File: src/rtl/fifo_pkg.sv
// Shared helpers for the FIFO family: clog2, level width and parameter legality.
// Latency: none (compile-time only).
// Backpressure: not applicable.
`ifndef FIFO_LVL_W
`define FIFO_LVL_W(addr_w) ((addr_w) + 1)
`endif

package fifo_pkg;

    // Ceiling log2, usable in constant expressions. clog2(1) = 0.
    function automatic int clog2(input int value);
        int r;
        r = 0;
        for (int i = 0; i < 31; i++) begin
            if ((1 << i) < value) begin
                r = i + 1;
            end
        end
        return r;
    endfunction

    // Level counters must represent 0..DEPTH inclusive, hence one bit more
    // than the address.
    function automatic int fifo_level_w(input int addr_w);
        return `FIFO_LVL_W(addr_w);
    endfunction

    // Legal parameter set for a power-of-two FIFO with level thresholds.
    function automatic bit fifo_params_ok(
        input int data_w,
        input int addr_w,
        input int afull,
        input int aempty
    );
        int depth;
        if (addr_w < 2 || addr_w > 30) begin
            return 1'b0;
        end
        depth = 1 << addr_w;
        return (data_w >= 1)
            && (clog2(depth) == addr_w)
            && (afull >= 1) && (afull <= depth)
            && (aempty >= 0) && (aempty <= depth - 1);
    endfunction

endpackage

File: src/rtl/fifo_ram_sdp.sv
// Simple-dual-port RAM: one write port, one read port with registered address.
// Latency: o_rdata reflects the word at the address captured on the last i_re edge.
// Backpressure: none; holding i_re low keeps the address, so o_rdata stays stable.
//
// Ports:
//   i_clk            clock, rising edge
//   i_we/i_waddr/i_wdata   write port
//   i_re/i_raddr     read address load enable / address
//   o_rdata          data at the registered read address
// No reset: contents and the address register are only meaningful once written.
module fifo_ram_sdp #(
    parameter int DATA = 8,
    parameter int ADDR = 6
) (
    input  logic            i_clk,
    input  logic            i_we,
    input  logic [ADDR-1:0] i_waddr,
    input  logic [DATA-1:0] i_wdata,
    input  logic            i_re,
    input  logic [ADDR-1:0] i_raddr,
    output logic [DATA-1:0] o_rdata
);

    localparam int DEPTH = 1 << ADDR;

    logic [DATA-1:0] r_mem [0:DEPTH-1];
    logic [ADDR-1:0] r_raddr;

    always_ff @(posedge i_clk) begin
        if (i_we) begin
            r_mem[i_waddr] <= i_wdata;
        end
    end

    // Registered address, array output: the block-RAM read style the
    // synthesis tools map without extra logic.
    always_ff @(posedge i_clk) begin
        if (i_re) begin
            r_raddr <= i_raddr;
        end
    end

    assign o_rdata = r_mem[r_raddr];

endmodule

File: src/rtl/fifo_sync_bram.sv
// Synchronous first-word-fall-through FIFO on block RAM with level and almost flags.
// Latency: a word written into an empty FIFO is on out_data two edges after the write.
// Backpressure: in_ready = level < DEPTH (registered); out_data/out_valid hold while !out_ready.
//
// Ports:
//   clk, rst           clock; asynchronous active-high reset (released synchronously)
//   flush              synchronous clear, beats any write/read on the same edge
//   in_valid/in_data/in_ready      write side, valid/ready
//   out_valid/out_data/out_ready   read side, valid/ready, out_data registered
//   level              words held 0..DEPTH, including words still in the read pipeline
//   almost_full        level >= AFULL
//   almost_empty       level <= AEMPTY
module fifo_sync_bram
    import fifo_pkg::*;
#(
    parameter int DATA   = 8,
    parameter int ADDR   = 6,
    parameter int AFULL  = (1 << ADDR) - 2,
    parameter int AEMPTY = 2
) (
    input  logic            clk,
    input  logic            rst,
    input  logic            flush,
    input  logic            in_valid,
    input  logic [DATA-1:0] in_data,
    output logic            in_ready,
    output logic            out_valid,
    output logic [DATA-1:0] out_data,
    input  logic            out_ready,
    output logic [ADDR:0]   level,
    output logic            almost_full,
    output logic            almost_empty
);

    localparam int LW = fifo_level_w(ADDR);

    localparam logic [LW-1:0] L_DEPTH  = LW'(1 << ADDR);
    localparam logic [LW-1:0] L_AFULL  = LW'(AFULL);
    localparam logic [LW-1:0] L_AEMPTY = LW'(AEMPTY);

    generate
        if (!fifo_params_ok(DATA, ADDR, AFULL, AEMPTY)) begin : g_bad_params
            $error("fifo_sync_bram: illegal DATA/ADDR/AFULL/AEMPTY combination");
        end
    endgenerate

    // ------------------------------------------------------------------
    // Reset: asserts immediately with rst, releases on a clk edge so all
    // state leaves reset in the same cycle.
    // ------------------------------------------------------------------
    logic [1:0] r_rst_sync;
    logic       w_rst;

    always_ff @(posedge clk or posedge rst) begin
        if (rst) begin
            r_rst_sync <= 2'b11;
        end else begin
            r_rst_sync <= {r_rst_sync[0], 1'b0};
        end
    end

    assign w_rst = r_rst_sync[1];

    // ------------------------------------------------------------------
    // State
    //   r_level     every word accepted and not yet popped
    //   r_q_vld     RAM read-data stage holds a fetched word (address is
    //               held in the RAM, so the word stays put until moved)
    //   r_out_vld   output register holds the oldest word
    // Words sitting in RAM but not yet fetched = level - q_vld - out_vld.
    // ------------------------------------------------------------------
    logic [ADDR-1:0] r_wr_ptr;
    logic [ADDR-1:0] r_rd_ptr;
    logic [LW-1:0]   r_level;
    logic            r_q_vld;
    logic            r_out_vld;
    logic [DATA-1:0] r_out_dat;
    logic            r_in_rdy;
    logic            r_afull;
    logic            r_aempty;

    logic            w_wr;
    logic            w_pop;
    logic            w_xfer;
    logic            w_issue;
    logic [LW-1:0]   w_ram_cnt;
    logic [LW-1:0]   w_level_nxt;
    logic [DATA-1:0] w_ram_rdat;

    assign w_wr  = in_valid  & r_in_rdy  & ~flush;
    assign w_pop = out_ready & r_out_vld & ~flush;

    assign w_ram_cnt = r_level - LW'(r_q_vld) - LW'(r_out_vld);

    // Read stage -> output register whenever the output is free or being popped.
    assign w_xfer = ~flush & r_q_vld & (~r_out_vld | w_pop);

    // Fetch the next RAM word whenever the read stage is free or emptying.
    // Only words written on an earlier edge are counted, so the fetch never
    // depends on a same-edge RAM write.
    assign w_issue = ~flush & (w_ram_cnt != '0) & (~r_q_vld | w_xfer);

    always_comb begin
        w_level_nxt = r_level;
        if (flush) begin
            w_level_nxt = '0;
        end else begin
            w_level_nxt = r_level + LW'(w_wr) - LW'(w_pop);
        end
    end

    fifo_ram_sdp #(
        .DATA (DATA),
        .ADDR (ADDR)
    ) u_ram (
        .i_clk   (clk),
        .i_we    (w_wr),
        .i_waddr (r_wr_ptr),
        .i_wdata (in_data),
        .i_re    (w_issue),
        .i_raddr (r_rd_ptr),
        .o_rdata (w_ram_rdat)
    );

    // Pointers wrap naturally at DEPTH; full/empty come from the level only.
    always_ff @(posedge clk or posedge w_rst) begin
        if (w_rst) begin
            r_wr_ptr <= '0;
            r_rd_ptr <= '0;
        end else if (flush) begin
            r_wr_ptr <= '0;
            r_rd_ptr <= '0;
        end else begin
            if (w_wr) begin
                r_wr_ptr <= r_wr_ptr + 1'b1;
            end
            if (w_issue) begin
                r_rd_ptr <= r_rd_ptr + 1'b1;
            end
        end
    end

    always_ff @(posedge clk or posedge w_rst) begin
        if (w_rst) begin
            r_q_vld <= 1'b0;
        end else if (flush) begin
            r_q_vld <= 1'b0;
        end else if (w_issue) begin
            r_q_vld <= 1'b1;
        end else if (w_xfer) begin
            r_q_vld <= 1'b0;
        end
    end

    always_ff @(posedge clk or posedge w_rst) begin
        if (w_rst) begin
            r_out_vld <= 1'b0;
            r_out_dat <= '0;
        end else if (flush) begin
            r_out_vld <= 1'b0;
        end else if (w_xfer) begin
            r_out_vld <= 1'b1;
            r_out_dat <= w_ram_rdat;
        end else if (w_pop) begin
            r_out_vld <= 1'b0;
        end
    end

    // Level and all level-derived flags share the next-state value so they
    // always agree within a cycle. in_ready follows the registered level,
    // so a pop at full frees space only from the next cycle.
    always_ff @(posedge clk or posedge w_rst) begin
        if (w_rst) begin
            r_level  <= '0;
            r_in_rdy <= 1'b1;
            r_afull  <= 1'b0;
            r_aempty <= 1'b1;
        end else begin
            r_level  <= w_level_nxt;
            r_in_rdy <= (w_level_nxt < L_DEPTH);
            r_afull  <= (w_level_nxt >= L_AFULL);
            r_aempty <= (w_level_nxt <= L_AEMPTY);
        end
    end

    assign in_ready     = r_in_rdy;
    assign out_valid    = r_out_vld;
    assign out_data     = r_out_dat;
    assign level        = r_level;
    assign almost_full  = r_afull;
    assign almost_empty = r_aempty;

endmodule

File: config.mk
export PLATFORM = sky130hd
export DESIGN_NAME = fifo_sync_bram
export DESIGN_NICKNAME = d
export VERILOG_FILES = /design/src/rtl/fifo_pkg.sv /design/src/rtl/fifo_ram_sdp.sv /design/src/rtl/fifo_sync_bram.sv
export SDC_FILE = /design/constraint.sdc
export NUM_CORES = 1
export LEC_CHECK = 0
export CAP_MARGIN = 10
export CELL_PAD_IN_SITES_DETAIL_PLACEMENT = 0
export CELL_PAD_IN_SITES_GLOBAL_PLACEMENT = 2
export CORE_ASPECT_RATIO = 1.2
export CORE_MARGIN = 10
export CORE_UTILIZATION = 49
export CTS_BUF_LIST = sky130_fd_sc_hd__clkbuf_16
export DETAILED_ROUTE_END_ITERATION = 8
export GPL_TIMING_DRIVEN = 1
export PLACE_DENSITY_LB_ADDON = 0.1
export SYNTH_ARGS = -nofsm -noshare
export SYNTH_HDL_FRONTEND = slang
export SYNTH_HIERARCHICAL = 1
export SYNTH_SLANG_ARGS = --single-unit
export TNS_END_PERCENT = 100
File: constraint.sdc
create_clock -name clk -period 1.35 [get_ports clk]
set_clock_uncertainty 0.1 [all_clocks]
set_input_delay 0.2025 -clock clk [delete_from_list [all_inputs] [get_ports clk]]
set_output_delay 0.2025 -clock clk [all_outputs]
set_load 0.01 [all_outputs]
# == Word-level counts from Yosys, hierarchy flattened ==
# Memory sizes are Yosys's and may differ from the RTL's. A register that Yosys moved wholly into a read port is not among the register bits.
# Index checks and enable logic that the tools add are counted.
# word_totals
mem_count,1
word_cells,52
mem_bits_rw,512
inputBits,13
register_bits,32
# mem_list
memory,depth,word_bits,read_ports,rd_clocked_by_memory_dff,wr,line,text
u_ram.r_mem,64,8,1,1,1,fifo_ram_sdp.sv:26,logic [DATA-1:0] r_mem [0:DEPTH-1];
# op_classes
n_lt_le_gt_ge,3
n_addsub,6
bitwise_logic,13
mux,13
n_reduce_logical,6
# op_table
cell,n
6-bit two-way mux,4
7-bit by 1-bit subtractor with 7-bit output,3
"6-bit by 1-bit adder with 6-bit output, second input constant",2
1-bit bitwise AND,8
1-bit two-way mux,8
7-bit by 1-bit adder with 7-bit output,1
"7-bit by 6-bit >= comparator with 1-bit output, second input constant",1
"7-bit by 2-bit <= comparator with 1-bit output, second input constant",1
"7-bit < comparator, second input constant",1
7-bit two-way mux,1
7-bit nonzero test,1
3-bit nonzero test,2
2-bit nonzero test,2
1-bit NOT,3
1-bit OR,2
2-bit AND reduction,1

# == Longest topological paths before layout ==
# Gate-level depths: netlist of the first run.
# depth
depth_word,8
depth_mapped,14

# == By module ==
# The synthesis of the first run kept the hierarchy.
# by_module_without_submodules
mod,cells_per_inst,seq_area_each_um2,area_per_inst_um2,n_inst
fifo_ram_sdp,972,15675.0,20355.8,1
fifo_sync_bram,195,855.8,2034.5,1

# == Least setup slack after synthesis of the first run ==
# No wires, ideal clock.
# synth_path
path_kind,flip-flop to flip-flop
start,reg r_out_vld (netlist: out_valid)
end,reg (tool-made name)
path_slack_ns,-2.221
t_required_ns,1.129
synth_period_minus_slack_ns,3.571
stages_incl_launch_ff,14
arrival_time_ns,3.351
path_cell_list,dfrtp_1 -> fa_1 -> inv_1 -> ha_1 -> nor2_1 -> ha_1 -> nand3_1 -> xor2_1 -> and4_4 -> buf_6 -> a21oi_1 -> nor2b_1 -> clkbuf_1 -> mux2_2
# synth_lines
item,line,text
start: declaration,fifo_sync_bram.sv:76,logic r_out_vld;
start signal: assignment,fifo_sync_bram.sv:157,r_out_vld <= 1'b0;
start signal: assignment,fifo_sync_bram.sv:160,r_out_vld <= 1'b0;
start signal: assignment,fifo_sync_bram.sv:162,r_out_vld <= 1'b1;

# == Final worst setup path of the first run ==
# layout_path
start,reg r_level[0] (netlist: level[0])
end,reg r_rd_ptr[5]
# layout_between
elab_chain_len,6
# layout_lines
item,line,text
start: declaration,fifo_sync_bram.sv:74,logic [LW-1:0] r_level;
start signal: assignment,fifo_sync_bram.sv:179,r_level <= w_level_nxt;
7-bit by 1-bit subtractor with 7-bit output (2 in a row),fifo_sync_bram.sv:93,assign w_ram_cnt = r_level - LW'(r_q_vld) - LW'(r_out_vld);
7-bit nonzero test,fifo_sync_bram.sv:101,assign w_issue = ~flush & (w_ram_cnt != '0) & (~r_q_vld | w_xfer);
1-bit bitwise AND (2 in a row),fifo_sync_bram.sv:101,
2-bit nonzero test (no line),--,
end signal: assignment,fifo_sync_bram.sv:138,r_rd_ptr <= r_rd_ptr + 1'b1;
end: declaration,fifo_sync_bram.sv:73,logic [ADDR-1:0] r_rd_ptr;
# No other way between the ends.
# A chain may end at the register's enable or synchronous reset.

==> impl_summary.log, run 1 <==
[metrics] total power per unit cell area: about 1500 mW/mm²
[metrics] worst hold path cell count: 2
[metrics] critical setup path kind: reg2reg
[metrics] Layout Area Growth over Synthesis: 32.8%
[metrics] global-route wire length before repair: just over 80 mm
[metrics] adder and majority gate portion of the synthesized area: 1.02%
[metrics] count of vias placed by the detailed router: 12,100
[metrics] critical-path cell with the highest stage delay: sky130_fd_sc_hd__fa_2
[metrics] hold wc startpoint: in_data[4]
[metrics] simple-gate portion of the synthesized area: 5.21%
[metrics] maximum number of pins on one net before global-route repair: between 60 and 70
[metrics] Peak Freq: ~0.34 GHz
[metrics] total wire length: 55.1 mm
[metrics] CTS root buffer: sky130_fd_sc_hd__clkbuf_16
[metrics] kind of capture point of the worst setup path: flop
[metrics] dominant register cell in the synthesized netlist: sky130_fd_sc_hd__edfxtp_1
[metrics] number of ports placed on the die boundary: 32
[metrics] Critical Path Source Type: flop
[metrics] total standard cell area after synthesis: approximately 0.022 mm²
[metrics] TritonCTS sink count: 558
[metrics] clock latency on the worst-skew pair: 0.59 ns
[metrics] Total Routing Usage GR: between 20% and 30%
[metrics] vertical extent of the die: 254 µm
[metrics] Die Area: around 0.055 mm²
[metrics] initial antenna violation count: 0
[metrics] CTS tree: yes
[metrics] effective utilization at floorplan: between 40% and 50%
[metrics] Avg Cell Area, Syn: 19.2 µm²
[metrics] outcome: complete, but fails checks
[metrics] synthesized net count: 1,197
[metrics] sum of negative setup slack: -413.19 ns
[metrics] GRT overflow: 0
[metrics] count of distinct cell types in the synthesized netlist: 68
[metrics] number of cells produced by synthesis: around 1,200
[metrics] leakage: just under 0.01 µW
[metrics] sequential cell area fraction in the yosys report: 73.8%
[metrics] cells along the critical path: inv_2 > fa_2 > inv_2 > ha_4 > nor2_4 > ha_4 > xnor2_1 > and3_4 > and4_4 > buf_12 > a2111oi_4 > mux2_4
[metrics] vias in the first global route: roughly 13,000
[metrics] layout net count: about 1,500
[metrics] number of input and output port buffers inserted: 31
[metrics] Final Util: 66.1%
[metrics] max-cap violations: 0
[metrics] final worst-path setup slack: -1.62 ns
[metrics] post-synthesis compound-gate area fraction: under 10%
[metrics] final setup violating endpoints: 572
[metrics] Relative slew margins: 56.8%
[metrics] Worst Reg2Reg Path Length in Cells: 12
[metrics] R2R Path Start: level[0]$_DFF_PP0_
[metrics] average vias per placed instance: roughly 5.7
[metrics] residual antenna-violating net count after detailed routing: 0
[metrics] Max Fanout on Critical Path: 5
[metrics] setup repair after global routing missed its margin: yes
[metrics] core area: 0.0450 mm²
[metrics] Async S/R FF share, synth: between 6 and 7%
[metrics] worst setup slack after placement: -1.91 ns
[metrics] final weighted congestion in routability-driven placement: about 0.83
[metrics] critical path data arrival time: about 3.4 ns
[metrics] fin crit period: 2.97 ns
[metrics] Cell Count Post-Placement: 1,949
[metrics] clock tree buffer depth: 3
[metrics] Worst Max-Slew Pin Slew: around 0.64 ns
[metrics] H-tree depth: 2
[metrics] clock transition time at the flip-flop clock pins of the worst setup and hold paths: 0.06 ns
[metrics] count of state elements after synthesis: approximately 560
[metrics] final standard cell count with taps included and fillers excluded: 2,124
[metrics] multiplexer area fraction after synthesis: around 14%
[metrics] parity-gate share of the synthesized area counting xor and xnor cells: less than 1%
[metrics] DRC marker count from the first detailed-route iteration: between 800 and 900
[metrics] capture endpoint of the worst hold path: u_ram/r_mem[27][4]$_DFFE_PP_
[metrics] required time worst endpoint: 1.73 ns
[metrics] Antenna Diode Count: 0
[metrics] critical path's largest stage delay: 0.61 ns
[metrics] slack of the worst reg-to-reg path: -1.62 ns
[metrics] endpoint of the worst register-to-register path: r_rd_ptr[5]$_DFFE_PP0P_
[metrics] number of enable flip-flop cells after synthesis: 518
[metrics] drt first pass iters: 5
[metrics] number of warnings reported in the yosys synthesis log: 6
[metrics] hold_ws: -0.000608 ns
[metrics] main combinational cell family by area after synthesis: multiplexers
[metrics] Row Count: 85
[metrics] Max Transition Viols Final: 0
[metrics] die boundary width: ~220 µm
[metrics] Worst VDD drop: 1.27 mV
[metrics] Tcrit/Tclk final: 220%
[metrics] cts bufs inserted: 52
[metrics] remaining design rule violation count: 0
[metrics] violations in the final reports: hold timing, setup timing
[metrics] Crit path max-delay family: adder cells
[metrics] sum of buffers and inverters on the critical path: 3
[metrics] final HPWL from detailed placement: approximately 35 mm
[metrics] HP Class: in2reg
[metrics] routed length per placed instance: 26.0 µm
[metrics] Final Hold Vio Count: 2
[metrics] fraction of final layout cells sized beyond drive strength 1: 46.4%
[layout by cell type (no fill, tap or decap), types with 19 or more instances in the layout]
cell / Yosys / final
sky130_fd_sc_hd__buf_12: 1 / 98
sky130_fd_sc_hd__buf_4: 9 / 141
sky130_fd_sc_hd__buf_6: 6 / 32
sky130_fd_sc_hd__clkbuf_16: 0 / 54
sky130_fd_sc_hd__clkdlybuf4s50_1: 0 / 19
sky130_fd_sc_hd__dfrtp_1: 30 / 28
sky130_fd_sc_hd__edfxtp_1: 518 / 518
sky130_fd_sc_hd__inv_1: 17 / 27
sky130_fd_sc_hd__mux4_2: 124 / 124
sky130_fd_sc_hd__nand2_1: 32 / 28
sky130_fd_sc_hd__nor2_1: 101 / 29
sky130_fd_sc_hd__nor2_4: 0 / 64
[stage by stage]
step | hold WS, ns | power, µW | area (µm²)
global placement | 0.150 | 29200 | 26200
floorplan | 0.0140 | 25300 | 23200
global route | 0.00554 | 47000 | 29700
CTS | 0.00165 | 45000 | 29100
detailed placement | 0.158 | 29300 | 26200
finish | -0.000608 | 45400 | 29700
[what timing repair did]
item                                   in CTS  in global routing
pin swaps                                  52                 65
hold buffers                                6                  1
endpoints found under the hold margin      48                  6
setup buffers                              44                 44
resized for setup                         128                 85
setup endpoints to repair                 572                574
gates cloned                                7                  1
[synth_stat cells, types with 3 or more instances]
cell type / instances / area, µm²
sky130_fd_sc_hd__dfrtp_1: 30 / 751
sky130_fd_sc_hd__a31oi_1: 8 / 50.1
sky130_fd_sc_hd__nand3_1: 27 / 135
sky130_fd_sc_hd__xnor2_1: 7 / 61.3
sky130_fd_sc_hd__ha_1: 15 / 188
sky130_fd_sc_hd__nor2b_1: 22 / 138
sky130_fd_sc_hd__mux4_2: 124 / 2790
sky130_fd_sc_hd__nand2b_1: 12 / 75.1
sky130_fd_sc_hd__mux2_2: 17 / 191
sky130_fd_sc_hd__a22oi_1: 8 / 60.1
sky130_fd_sc_hd__dfxtp_1: 6 / 120
sky130_fd_sc_hd__o22ai_1: 22 / 138
sky130_fd_sc_hd__clkbuf_1: 24 / 90.1
sky130_fd_sc_hd__a221oi_1: 6 / 52.6
sky130_fd_sc_hd__a21oi_1: 6 / 30.0
sky130_fd_sc_hd__nor2_1: 101 / 379
sky130_fd_sc_hd__buf_4: 9 / 67.6
sky130_fd_sc_hd__mux2i_1: 19 / 190
sky130_fd_sc_hd__a21o_1: 3 / 22.5
sky130_fd_sc_hd__o221ai_1: 7 / 61.3
sky130_fd_sc_hd__buf_2: 15 / 75.1
sky130_fd_sc_hd__o21ai_0: 14 / 70.1
sky130_fd_sc_hd__inv_1: 17 / 63.8
sky130_fd_sc_hd__dfstp_2: 4 / 105
sky130_fd_sc_hd__buf_6: 6 / 67.6
sky130_fd_sc_hd__or2_2: 3 / 18.8
sky130_fd_sc_hd__xor2_1: 7 / 61.3
sky130_fd_sc_hd__nand3b_1: 7 / 52.6
sky130_fd_sc_hd__a2111oi_0: 3 / 26.3
sky130_fd_sc_hd__a22o_1: 3 / 26.3
sky130_fd_sc_hd__nor4_1: 6 / 37.5
sky130_fd_sc_hd__nand4_1: 7 / 43.8
sky130_fd_sc_hd__nor3_1: 6 / 30.0
sky130_fd_sc_hd__buf_1: 3 / 11.3
sky130_fd_sc_hd__nand2_1: 32 / 120
sky130_fd_sc_hd__or3b_2: 3 / 26.3
sky130_fd_sc_hd__edfxtp_1: 518 / 15600
[logic make-up (layout without fill, tap and decap cells)]
logic type               count (synthesis)  in the layout
AND/OR/NAND/NOR                        238            238
adder cells (fa/ha/maj)                 17             17
multiplexers                           161            161
buffers and inverters                   77            425
flip-flops                             558            558
other                                    1              1
AO/OA/AOI/OAI                          100            100
XOR/XNOR                                15             15
[flip-flops by register name, summed over array words and instances (netlist names), named ones only]
register,cells
r_wr_ptr,6
out_data,8
in_ready,1
r_rd_ptr,6
u_ram/r_mem,512
almost_full,1
r_q_vld,1
almost_empty,1
r_rst_sync,2
out_valid,1
u_ram/r_raddr,6
level,7
[power by group]
part	internal, µW	total [µW]	switching, µW
Sequential	19300	19700	403
Combinational	6070	11400	5320
Clock	8040	14300	6230
Total	33400	45400	12000
[per-layer routing]
| layer | share of wire, % | vias up | routed length (µm) | GRT usage, % |
|---|---|---|---|---|
| li1 | - | 5350 | - | - |
| met1 | 40 | 6380 | 21900 | 26.1 |
| met2 | 52 | 327 | 28700 | 35.2 |
| met3 | 5.7 | 83 | 3130 | 3.20 |
| met4 | 2.5 | 0 | 1390 | 5.72 |
| met5 | 0 | - | 0 | 0 |
[worst max path at each step]
stage               slack (ns)                 from  cells after the start                 endpoint
floorplan                -1.80   level[0]$_DFF_PP0_                     13                     flop
global placement         -1.90                flush                     13    almost_full$_DFF_PP0_
detailed placement       -1.91                flush                     13    almost_full$_DFF_PP0_
CTS                      -1.61  r_q_vld$_DFFE_PP0P_                     12                     flop
global route             -1.71   level[0]$_DFF_PP0_                     12  r_rd_ptr[5]$_DFFE_PP0P_
finish                   -1.62   level[0]$_DFF_PP0_                     12  r_rd_ptr[5]$_DFFE_PP0P_
[final cells by class]
cell class                 count  area [µm²]
sequential                   558       16500
fill                        3047       15300
multi-input combinational    532        6820
timing repair buffer         314        3880
clock buffer                  53        1330
tap                          609         762
clock inverter                39         314
inverter                      19        76.3
Note: power is estimated with default switching activity, not from simulation.
==> run 2, diff against run 1 <==
--- a/config.mk
+++ b/config.mk
@@ -13,7 +13,6 @@
 export CORE_UTILIZATION = 49
 export CTS_BUF_LIST = sky130_fd_sc_hd__clkbuf_16
 export DETAILED_ROUTE_END_ITERATION = 8
-export GPL_TIMING_DRIVEN = 1
 export PLACE_DENSITY_LB_ADDON = 0.1
 export SYNTH_ARGS = -nofsm -noshare
 export SYNTH_HDL_FRONTEND = slang
==> results of run 2 <==
Final layout, timing and power as in run 1 (identical DEF).
==> run 3, diff against run 2 <==
--- a/config.mk
+++ b/config.mk
@@ -5,15 +5,16 @@
 export SDC_FILE = /design/constraint.sdc
 export NUM_CORES = 1
 export LEC_CHECK = 0
-export CAP_MARGIN = 10
+export CAP_MARGIN = 20
 export CELL_PAD_IN_SITES_DETAIL_PLACEMENT = 0
 export CELL_PAD_IN_SITES_GLOBAL_PLACEMENT = 2
 export CORE_ASPECT_RATIO = 1.2
 export CORE_MARGIN = 10
-export CORE_UTILIZATION = 49
+export CORE_UTILIZATION = 33
 export CTS_BUF_LIST = sky130_fd_sc_hd__clkbuf_16
 export DETAILED_ROUTE_END_ITERATION = 8
 export PLACE_DENSITY_LB_ADDON = 0.1
+export RECOVER_POWER = 25
 export SYNTH_ARGS = -nofsm -noshare
 export SYNTH_HDL_FRONTEND = slang
 export SYNTH_HIERARCHICAL = 1
==> run 3 against run 2 <==
Net effect: the run ends with setup timing left; non-clock buffer count up 73; flip-flop and latch count unchanged; worst hold slack better by 0.12 ns; wire length up 14%; via count up 1.4%.
==> impl_summary.log, run 3 (synthesized netlist as in run 1, its figures left out) <==
[metrics] outcome: complete, but fails checks (unchanged)
[metrics] violations in the final reports: setup timing (was hold timing, setup timing)
[metrics] CTS root buffer: sky130_fd_sc_hd__clkbuf_16 (unchanged)
[metrics] setup repair after global routing missed its margin: yes (unchanged)
[metrics] Cell Count Post-Placement: 2,311 (was 1,949)
[metrics] maximum number of pins on one net before global-route repair: 65 (unchanged)
[metrics] Max Transition Viols Final: 0 (unchanged)
[metrics] clock transition time at the flip-flop clock pins of the worst setup and hold paths: 0.06 ns (about the same)
[metrics] number of fill cells: 5,877 (was 3,047)
[metrics] Worst VDD drop: 0.999 mV (was 1.27 mV)
[metrics] Total Routing Usage GR: 15.8% (was 20.3%)
[metrics] sum of negative setup slack: -411.89 ns (was -413.19 ns)
[metrics] metal3 WL: 2.08 mm (was 3.13 mm)
[metrics] kind of capture point of the worst setup path: flop (unchanged)
[metrics] core area: 0.0671 mm² (was 0.0450 mm²)
[metrics] number of ports placed on the die boundary: 32 (unchanged)
[metrics] Final Hold Vio Count: 0 (was 2)
[metrics] critical setup path kind: reg2reg (unchanged)
[metrics] commonest cells after routing, fill and taps aside: 518 x sky130_fd_sc_hd__edfxtp_1, 161 x sky130_fd_sc_hd__buf_4, 124 x sky130_fd_sc_hd__mux4_2, 100 x sky130_fd_sc_hd__buf_12, 79 x sky130_fd_sc_hd__buf_6 (was 518 x sky130_fd_sc_hd__edfxtp_1, 141 x sky130_fd_sc_hd__buf_4, 124 x sky130_fd_sc_hd__mux4_2, 98 x sky130_fd_sc_hd__buf_12, 64 x sky130_fd_sc_hd__nor2_4)
[metrics] Final Util: 46.3% (was 66.1%)
[metrics] clock tree buffer depth: 3 (unchanged)
[metrics] final standard cell count with taps included and fillers excluded: 2,509 (was 2,124)
[metrics] critical path data arrival time: 3.33 ns (was 3.35 ns)
[metrics] R2R Path Start: level[0]$_DFF_PP0_ (unchanged)
[metrics] final weighted congestion in routability-driven placement: 0.767 (was 0.833)
[metrics] residual antenna-violating net count after detailed routing: 0 (unchanged)
[metrics] leakage: 0.0104 µW (was 0.00986 µW)
[metrics] most common cell after layout, fill and taps aside: sky130_fd_sc_hd__edfxtp_1 (unchanged)
[metrics] top routing layer used: met4 (unchanged)
[metrics] final HPWL from detailed placement: 41.8 mm (was 34.8 mm)
[metrics] number of input and output port buffers inserted: 31 (unchanged)
[metrics] Antenna Diode Count: 0 (unchanged)
[metrics] average vias per placed instance: 4.91 (was 5.72)
[metrics] Worst Max-Slew Pin Slew: 0.805 ns (was 0.640 ns)
[metrics] Tcrit/Tclk final: 216% (was 220%)
[metrics] routed length on met2: 31.6 mm (was 28.7 mm)
[metrics] initial antenna violation count: 0 (unchanged)
[metrics] vertical extent of the die: 305 µm (was 254 µm)
[metrics] HP Class: reg2async (was in2reg)
[metrics] cts bufs inserted: 59 (was 52)
[metrics] GRT overflow: 0 (unchanged)
[metrics] die boundary width: 258 µm (was 215 µm)
[metrics] total wire length: 62.6 mm (was 55.1 mm)
[metrics] H-tree depth: 2 (unchanged)
[metrics] worst setup slack after placement: -1.94 ns (was -1.91 ns)
[metrics] slack of the worst reg-to-reg path: -1.57 ns (was -1.62 ns)
[metrics] Worst Reg2Reg Path Length in Cells: 13 (was 12)
[metrics] global-route wire length before repair: 91.3 mm (was 82.1 mm)
[metrics] DRC marker count from the first detailed-route iteration: 675 (was 887)
[metrics] clock latency on the worst-skew pair: 0.62 ns (was 0.59 ns)
[metrics] Layout Area Growth over Synthesis: 39.0% (was 32.8%)
[metrics] Critical Path Source Type: flop (unchanged)
[metrics] register name with the most flops: u_ram/r_mem (unchanged)
[metrics] max-cap violations: 0 (unchanged)
[metrics] fraction of final layout cells sized beyond drive strength 1: 51.2% (was 46.4%)
[metrics] layout net count: 1,587 (was 1,507)
[metrics] Peak Freq: 0.342 GHz (was 0.336 GHz)
[metrics] effective utilization at floorplan: 33.3% (was 49.8%)
[metrics] CTS tree: yes (unchanged)
[metrics] vias in the first global route: 13,300 (was 12,500)
[metrics] required time worst endpoint: 1.76 ns (was 1.73 ns)
[metrics] remaining design rule violation count: 0 (unchanged)
[metrics] final worst-path setup slack: -1.57 ns (was -1.62 ns)
[metrics] launch point of the worst path: level[0]$_DFF_PP0_ (unchanged)
[metrics] final setup violating endpoints: 572 (unchanged)
[metrics] Routed met1 length: 27.2 mm (was 21.9 mm)
[metrics] TritonCTS sink count: 558 (unchanged)
[metrics] Die Area: 0.0787 mm² (was 0.0547 mm²)
[metrics] fin crit period: 2.92 ns (was 2.97 ns)
[metrics] total power per unit cell area: 1530 mW/mm² (about the same)
[metrics] routed length per placed instance: 25.0 µm (was 26.0 µm)
[metrics] drt first pass iters: 5 (unchanged)
[metrics] Row Count: 104 (was 85)
[metrics] Max Fanout on Critical Path: 6 (was 5)
[metrics] count of vias placed by the detailed router: 12,300 (was 12,100)
[metrics] flip-flop count of the largest register, all copies and words added: 512 (unchanged)
[metrics] Relative slew margins: 46.4% (was 56.8%)
[run 3: area by class of cell]
type                            count  area, µm²  area share, %
Clock buffer                       60       1500           4.83
Clock inverter                     52        397           1.27
Inverter                           19       76.3          0.245
Multi-Input combinational cell    532       6900           22.2
Sequential cell                   558      16500           53.2
Tap cell                          901       1130           3.62
Timing Repair Buffer              387       4560           14.7
[run 3: worst min-delay path by stage]
stage / from / endpoint / slack (ns) / depth (start not counted)
2_1_floorplan: rst / r_rst_sync[0]$_DFF_PP1_ / 0.01 / 1
3_3_place_gp: r_rst_sync[1]$_DFF_PP1_ / r_wr_ptr[1]$_DFFE_PP0P_ / 0.09 / 1
5_1_grt: r_rst_sync[1]$_DFF_PP1_ / r_wr_ptr[4]$_DFFE_PP0P_ / 0.17 / 1
6_report: r_rst_sync[1]$_DFF_PP1_ / r_wr_ptr[4]$_DFFE_PP0P_ / 0.12 / 1
4_1_cts: r_rst_sync[1]$_DFF_PP1_ / r_wr_ptr[4]$_DFFE_PP0P_ / 0.09 / 1
3_5_place_dp: r_rst_sync[1]$_DFF_PP1_ / r_wr_ptr[1]$_DFFE_PP0P_ / 0.09 / 1
[run 3: report_power, final]
part | internal, µW | leakage, µW | switching (µW) | total (µW)
clock | 9020 | 0.000963 | 6790 | 15800
combinational | 6390 | 0.00431 | 5770 | 12200
sequential | 19300 | 0.00514 | 384 | 19700
total | 34700 | 0.0104 | 12900 | 47700
[run 3: routing by layer]
| layer | track usage, % | vias to the layer above |
|---|---|---|
| met5 | 0 | - |
| met4 | 5.02 | 0 |
| met3 | 2.33 | 83 |
| met2 | 27.0 | 196 |
| met1 | 20.5 | 6491 |
| li1 | - | 5545 |
[run 3: critical path: stages (launching register included)]
cell                      delay (ns)
sky130_fd_sc_hd__dfrtp_1        0.36
sky130_fd_sc_hd__inv_2          0.05
sky130_fd_sc_hd__fa_2           0.60
sky130_fd_sc_hd__inv_2          0.05
sky130_fd_sc_hd__ha_4           0.17
sky130_fd_sc_hd__nor2_4         0.09
sky130_fd_sc_hd__ha_4           0.16
sky130_fd_sc_hd__xnor2_1        0.06
sky130_fd_sc_hd__and3_4         0.15
sky130_fd_sc_hd__and4_4         0.21
sky130_fd_sc_hd__a21oi_4        0.15
sky130_fd_sc_hd__nor2b_4        0.23
sky130_fd_sc_hd__buf_12         0.15
sky130_fd_sc_hd__mux2_4         0.29
[run 3: through the flow]
stage	hold WS [ns]	cell area (µm²)	total power (µW)
detailed placement	0.0865	27400	30000
finish	0.124	31100	47700
global placement	0.0850	27400	29900
floorplan	0.0140	23200	25300
global route	0.171	31100	49700
CTS	0.0871	30400	47600
[run 3: repair_timing]
action / 4_1_cts / 5_1_grt
hold buffers: 9 / 0
pin swaps: 59 / 50
buffers inserted: 44 / 43
endpoints found under the hold margin: 303 / 0
setup endpoints to repair: 573 / 574
gates cloned: 3 / 1
resized for setup: 149 / 158
